===== src/rtl/register_pkg.sv =====
// Shared constants and helpers for the register bank and its read ports.
package register_pkg;

    localparam int unsigned DEFAULT_WIDTH = 8;
    localparam int unsigned DEFAULT_DEPTH = 8;

    // Address bits needed to select one of 'depth' registers (depth is a power of two).
    function automatic int unsigned addr_width(input int unsigned depth);
        int unsigned w;
        w = 0;
        for (int unsigned i = 0; i < 32; i++) begin
            if ((32'd1 << i) < depth) begin
                w = i + 1;
            end
        end
        return w;
    endfunction

endpackage


===== src/rtl/register_bank_rdport.sv =====
// One registered read port: address decode, write forwarding, clear and
// zero-register overrides, then the output flop.
module register_bank_rdport
    import register_pkg::*;
#(
    parameter int unsigned      WIDTH       = DEFAULT_WIDTH,
    parameter int unsigned      DEPTH       = DEFAULT_DEPTH,
    parameter logic [WIDTH-1:0] RESET_VALUE = '0,
    parameter bit               ZERO_REG    = 1'b0,
    parameter bit               BYPASS      = 1'b1
) (
    input  logic                          Clock,
    input  logic                          nReset,
    input  logic                          Clear,
    input  logic                          WE,
    input  logic [addr_width(DEPTH)-1:0]  WAddr,
    input  logic [WIDTH-1:0]              WData,
    input  logic [addr_width(DEPTH)-1:0]  RAddr,
    input  logic [DEPTH-1:0][WIDTH-1:0]   regs,
    output logic [WIDTH-1:0]              RData
);

    logic [WIDTH-1:0] rd_next;

    // Priority, lowest to highest: stored value, forwarded write, clear, zero register.
    always_comb begin
        rd_next = regs[RAddr];
        if (BYPASS && WE && (WAddr == RAddr)) begin
            rd_next = WData;
        end
        if (Clear) begin
            rd_next = RESET_VALUE;
        end
        if (ZERO_REG && (RAddr == '0)) begin
            rd_next = '0;
        end
    end

    // Output register, one cycle read latency.
    always_ff @(posedge Clock or negedge nReset) begin
        if (!nReset) begin
            RData <= RESET_VALUE;
        end else begin
            RData <= rd_next;
        end
    end

endmodule


===== src/rtl/register_bank.sv =====
// Parameterised register bank: one write port, two registered read ports.
module register_bank
    import register_pkg::*;
#(
    parameter int unsigned      WIDTH       = DEFAULT_WIDTH,
    parameter int unsigned      DEPTH       = DEFAULT_DEPTH,
    parameter logic [WIDTH-1:0] RESET_VALUE = '0,
    parameter bit               ZERO_REG    = 1'b0,
    parameter bit               BYPASS      = 1'b1
) (
    input  logic                          Clock,
    input  logic                          nReset,
    input  logic                          Clear,
    input  logic                          WE,
    input  logic [addr_width(DEPTH)-1:0]  WAddr,
    input  logic [WIDTH-1:0]              WData,
    input  logic [addr_width(DEPTH)-1:0]  RAddrA,
    output logic [WIDTH-1:0]              RDataA,
    input  logic [addr_width(DEPTH)-1:0]  RAddrB,
    output logic [WIDTH-1:0]              RDataB
);

    logic [DEPTH-1:0][WIDTH-1:0] regs;

    // Storage: reset and clear reload every register, otherwise single write port.
    always_ff @(posedge Clock or negedge nReset) begin
        if (!nReset) begin
            for (int unsigned i = 0; i < DEPTH; i++) begin
                regs[i] <= (ZERO_REG && (i == 0)) ? '0 : RESET_VALUE;
            end
        end else if (Clear) begin
            for (int unsigned i = 0; i < DEPTH; i++) begin
                regs[i] <= (ZERO_REG && (i == 0)) ? '0 : RESET_VALUE;
            end
        end else if (WE && !(ZERO_REG && (WAddr == '0))) begin
            regs[WAddr] <= WData;
        end
    end

    register_bank_rdport #(
        .WIDTH       (WIDTH),
        .DEPTH       (DEPTH),
        .RESET_VALUE (RESET_VALUE),
        .ZERO_REG    (ZERO_REG),
        .BYPASS      (BYPASS)
    ) u_rdport_a (
        .Clock  (Clock),
        .nReset (nReset),
        .Clear  (Clear),
        .WE     (WE),
        .WAddr  (WAddr),
        .WData  (WData),
        .RAddr  (RAddrA),
        .regs   (regs),
        .RData  (RDataA)
    );

    register_bank_rdport #(
        .WIDTH       (WIDTH),
        .DEPTH       (DEPTH),
        .RESET_VALUE (RESET_VALUE),
        .ZERO_REG    (ZERO_REG),
        .BYPASS      (BYPASS)
    ) u_rdport_b (
        .Clock  (Clock),
        .nReset (nReset),
        .Clear  (Clear),
        .WE     (WE),
        .WAddr  (WAddr),
        .WData  (WData),
        .RAddr  (RAddrB),
        .regs   (regs),
        .RData  (RDataB)
    );

endmodule


===== config.mk =====
export PLATFORM = sky130hd
export DESIGN_NAME = register_bank
export DESIGN_NICKNAME = d
export VERILOG_FILES = /design/src/rtl/register_pkg.sv /design/src/rtl/register_bank_rdport.sv /design/src/rtl/register_bank.sv
export SDC_FILE = /design/constraint.sdc
export NUM_CORES = 1
export LEC_CHECK = 0
export ABC_AREA = 1
export CAP_MARGIN = 20
export CORE_MARGIN = 1.5
export CORE_UTILIZATION = 33
export CTS_CLUSTER_SIZE = 10
export DETAILED_ROUTE_END_ITERATION = 8
export HOLD_SLACK_MARGIN = 0.08
export SYNTH_ARGS = -nofsm -noshare
export SYNTH_HDL_FRONTEND = slang
export SYNTH_SLANG_ARGS = --single-unit

===== constraint.sdc =====
create_clock -name Clock -period 1.2 [get_ports Clock]
set_input_delay 0.3 -clock Clock [delete_from_list [all_inputs] [get_ports Clock]]
set_output_delay 0.3 -clock Clock [all_outputs]
set_load 0.02 [all_outputs]

==> flow_summary_export.csv <==
group,metric,value,unit
timing,rsz0062_at_grt,"yes",
yosys,synth_top_family_by_area,"simple AND/OR/NAND/NOR gates",
timing,relSlewSlack,0.7140,
yosys,synth-seq-cells,80,
grt,grt_antenna_before_repair,0,
floorplan,ioPinCount,37,
cts,cts_tree,"yes",
yosys,netlist_instances,629,
floorplan,die_w,120.4,um
yosys,synthesis.nets,650,
route,drt_iter0_markers,519,
timing,setup_violations,0,
timing,min_period_over_period,0.9923,
cells_and_area,diodes,0,
timing,finalHoldViolCount,0,
grt,overflow,0,
grt,grt_pass1_vias,4589,
placed_design,gp_congestion,0.9118,
yosys,netlist_area,0.004549,sq mm
critical_path,endpoint_kind,"output pin",
yosys,synthXorXnorAreaFrac,0,
cells_and_area,nNetsFinal,708,
cts,clock_path_buffers,2,
yosys,postSynthAreaPerCell,7.233,sq um
route,via_per_inst,5.376,
floorplan,start_util,0.3408,
yosys,synth_mux_area_frac,0,
cts,clk_pin_slew,0.06,ns
cells_and_area,layout-area-overhead-vs-synth,26.82,%
power_and_ir_drop,ir_drop,0.7114,mV
cts,root_buffer,"clkbuf_16",
outcome,status,"finished clean",
yosys,ys_seq_area_frac,0.4400,
floorplan,die_area,0.01450,sq mm
route,drc,0,
cts,clock_sink_count,80,
timing,setup_ws,0.009190,ns
route,first_pass_iters,5,
yosys,synth_area_leader_cell,"dfrtp_1",
cells_and_area,nFillCells,1335,
critical_path,critPathKind,"flip-flop to output pin",
timing,max_freq,839.8,MHz
power_and_ir_drop,power.leakage,2.684,nW
cts,numCtsBuffers,9,
route,maxUsedRoutingLayer,"met4",
flow_run,max_cap_viol_count,0,
power_and_ir_drop,power.density,1164,mW/mm^2
timing,tightest_slew,0.4291,ns
floorplan,core_area,0.01335,sq mm
floorplan,die_y,120.4,um
grt,grt_pass1_wl,23890,um
yosys,synthAdderAreaFrac,0,
cells_and_area,drive_gt1_frac,0.1821,
placed_design,dpl.hpwl,10090,um
route,wl_met3,1084,um
critical_path,cp.required,0.90,ns
floorplan,rows,42,
critical_path,worstPathMaxFanout,1,
placed_design,place_ws,-0.7330,ns
critical_path,arrival,0.89,ns
timing,slew_viol_final,0,
critical_path,worst-path-buf-inv,1,
critical_path,start_kind,"flip-flop",
critical_path,crit_family,"flip-flops",
route,wirelength,14700,um
grt,grt_max_degree,81,
cts,clock_latency,0.33,ns
placed_design,portBuffers,36,
route,num_vias,4666,
yosys,ys_types,21,
critical_path,critPathMaxStageDelay,0.41,ns
grt,grt_use_total,0.2109,
yosys,synth_compound_area_frac,0.07041,
route,ant_nets,0,
critical_path,crit_chain,"buf_6",
yosys,yosysWarnings,0,
timing,period_needed,1.191,ns
cts,cts-htree-levels,3,
route,met1_length,6785,um
yosys,synthTopCellsByArea,"dfrtp_1, nand3_1, nand2_1",
critical_path,cp_slowest_cell,"dfrtp_1",
timing,finalClockSkew,0.004966,ns
yosys,synth_top_cell_area_share,0.4400,
yosys,synthSimpleGateAreaFrac,0.4164,
route,met2WireLength,6574,um
cells_and_area,utilization,0.4322,
worst_hold_path,hold_path_class,"input port to async pin",
route,drt-wirelength-per-cell,16.93,um
==> through the flow <==
stage / power [mW] / setup TNS [ns] / instance area [sq um] / cells / hold WS, ns
floorplan: 3.457 / 0 / 4549 / 629 / 0.004409
global placement: 3.965 / -43.51 / 5398 / 846 / 0.3580
detailed placement: 3.973 / -44.66 / 5398 / 846 / 0.3657
CTS: 6.756 / 0 / 5702 / 866 / 0.5439
global route: 7.009 / -0.2669 / 5769 / 868 / 0.5768
finish: 6.718 / 0 / 5769 / 868 / 0.5398
==> power breakdown <==
group,internal [mW],switching [mW]
Combinational,0.413,0.716
Sequential,2.78,0.0535
Clock,1.72,1.04
==> worst paths after layout <==
path,startpoint,end,slack (ns),cells after the start
min,nReset,regs[25],0.54,3
min in group Clock,RAddrB[1],u_rdport_b.RData[1],0.55,6
max,u_rdport_a.RData[0],RDataA[0],0.009,1
max reg2reg,regs[28],u_rdport_a.RData[4],0.18,6
min reg2reg,regs[0],regs[0],0.55,2
max in group asynchronous,nReset,u_rdport_b.RData[6],0.33,3
==> state kept, by name, summed over array words and instances, names as in the netlist <==
| name | cells |
|---|---|
| u_rdport_b.RData | 8 |
| regs | 64 |
| u_rdport_a.RData | 8 |
==> cell families (layout without fill, tap and decap cells) <==
group,count (synthesis),in the layout
simple gates,424,426
compound gates,64,64
buf+inv,61,122
flops,80,80
==> final cells by class <==
cell class	count	area [sq um]	area share
Clock buffer	13	260.3	0.04511
Clock inverter	3	40.04	0.006940
Timing Repair Buffer	88	865.8	0.1501
Tap cell	176	220.2	0.03817
Inverter	18	82.58	0.01431
Multi-Input combinational cell	490	2298	0.3984
Sequential cell	80	2002	0.3470
==> layer usage <==
metal,vias up,track usage
met5,-,0
met2,232,0.3235
met4,0,0.08309
met1,2206,0.3019
li1,2205,-
met3,23,0.02736
==> what timing repair did <==
action                     4_1_cts  5_1_grt
hold buffers                     1        0
resized for setup               94       22
pin swaps                        3        3
setup endpoints to repair       96       40
gates cloned                     2        1
hold endpoints to repair        80        0
setup buffers                    1        1
==> synth_stat cells (all sizes together) <==
master	n
nand2	202
nand3	160
dfrtp	80
o21ai	64
nor2	54
buf	38
inv	18
nand4	8
clkbuf	4
dlygate4sd1	1
==> placed cells by master, fill, tap and decap left out <==
cell,count
buf_12,13
nor2_4,4
clkdlybuf4s50_1,9
nand2_2,17
nor2_8,2
buf_6,7
clkdlybuf4s15_1,1
o21ai_0,61
inv_8,1
inv_4,3
dlygate4sd2_1,5
clkinv_2,2
clkbuf_1,2
buf_2,15
buf_4,32
nor2_1,44
clkbuf_16,10
bufinv_16,1
nor2_2,6
inv_1,11
nand2_1,181
nand2_8,1
nand4_1,8
clkbuf_8,2
dfrtp_1,80
nand3_1,160
clkdlybuf4s15_2,2
dlygate4sd3_1,1
nand2_4,3
clkbuf_2,2
o21ai_1,3
inv_2,3
(Power assumes the default switching activity.)
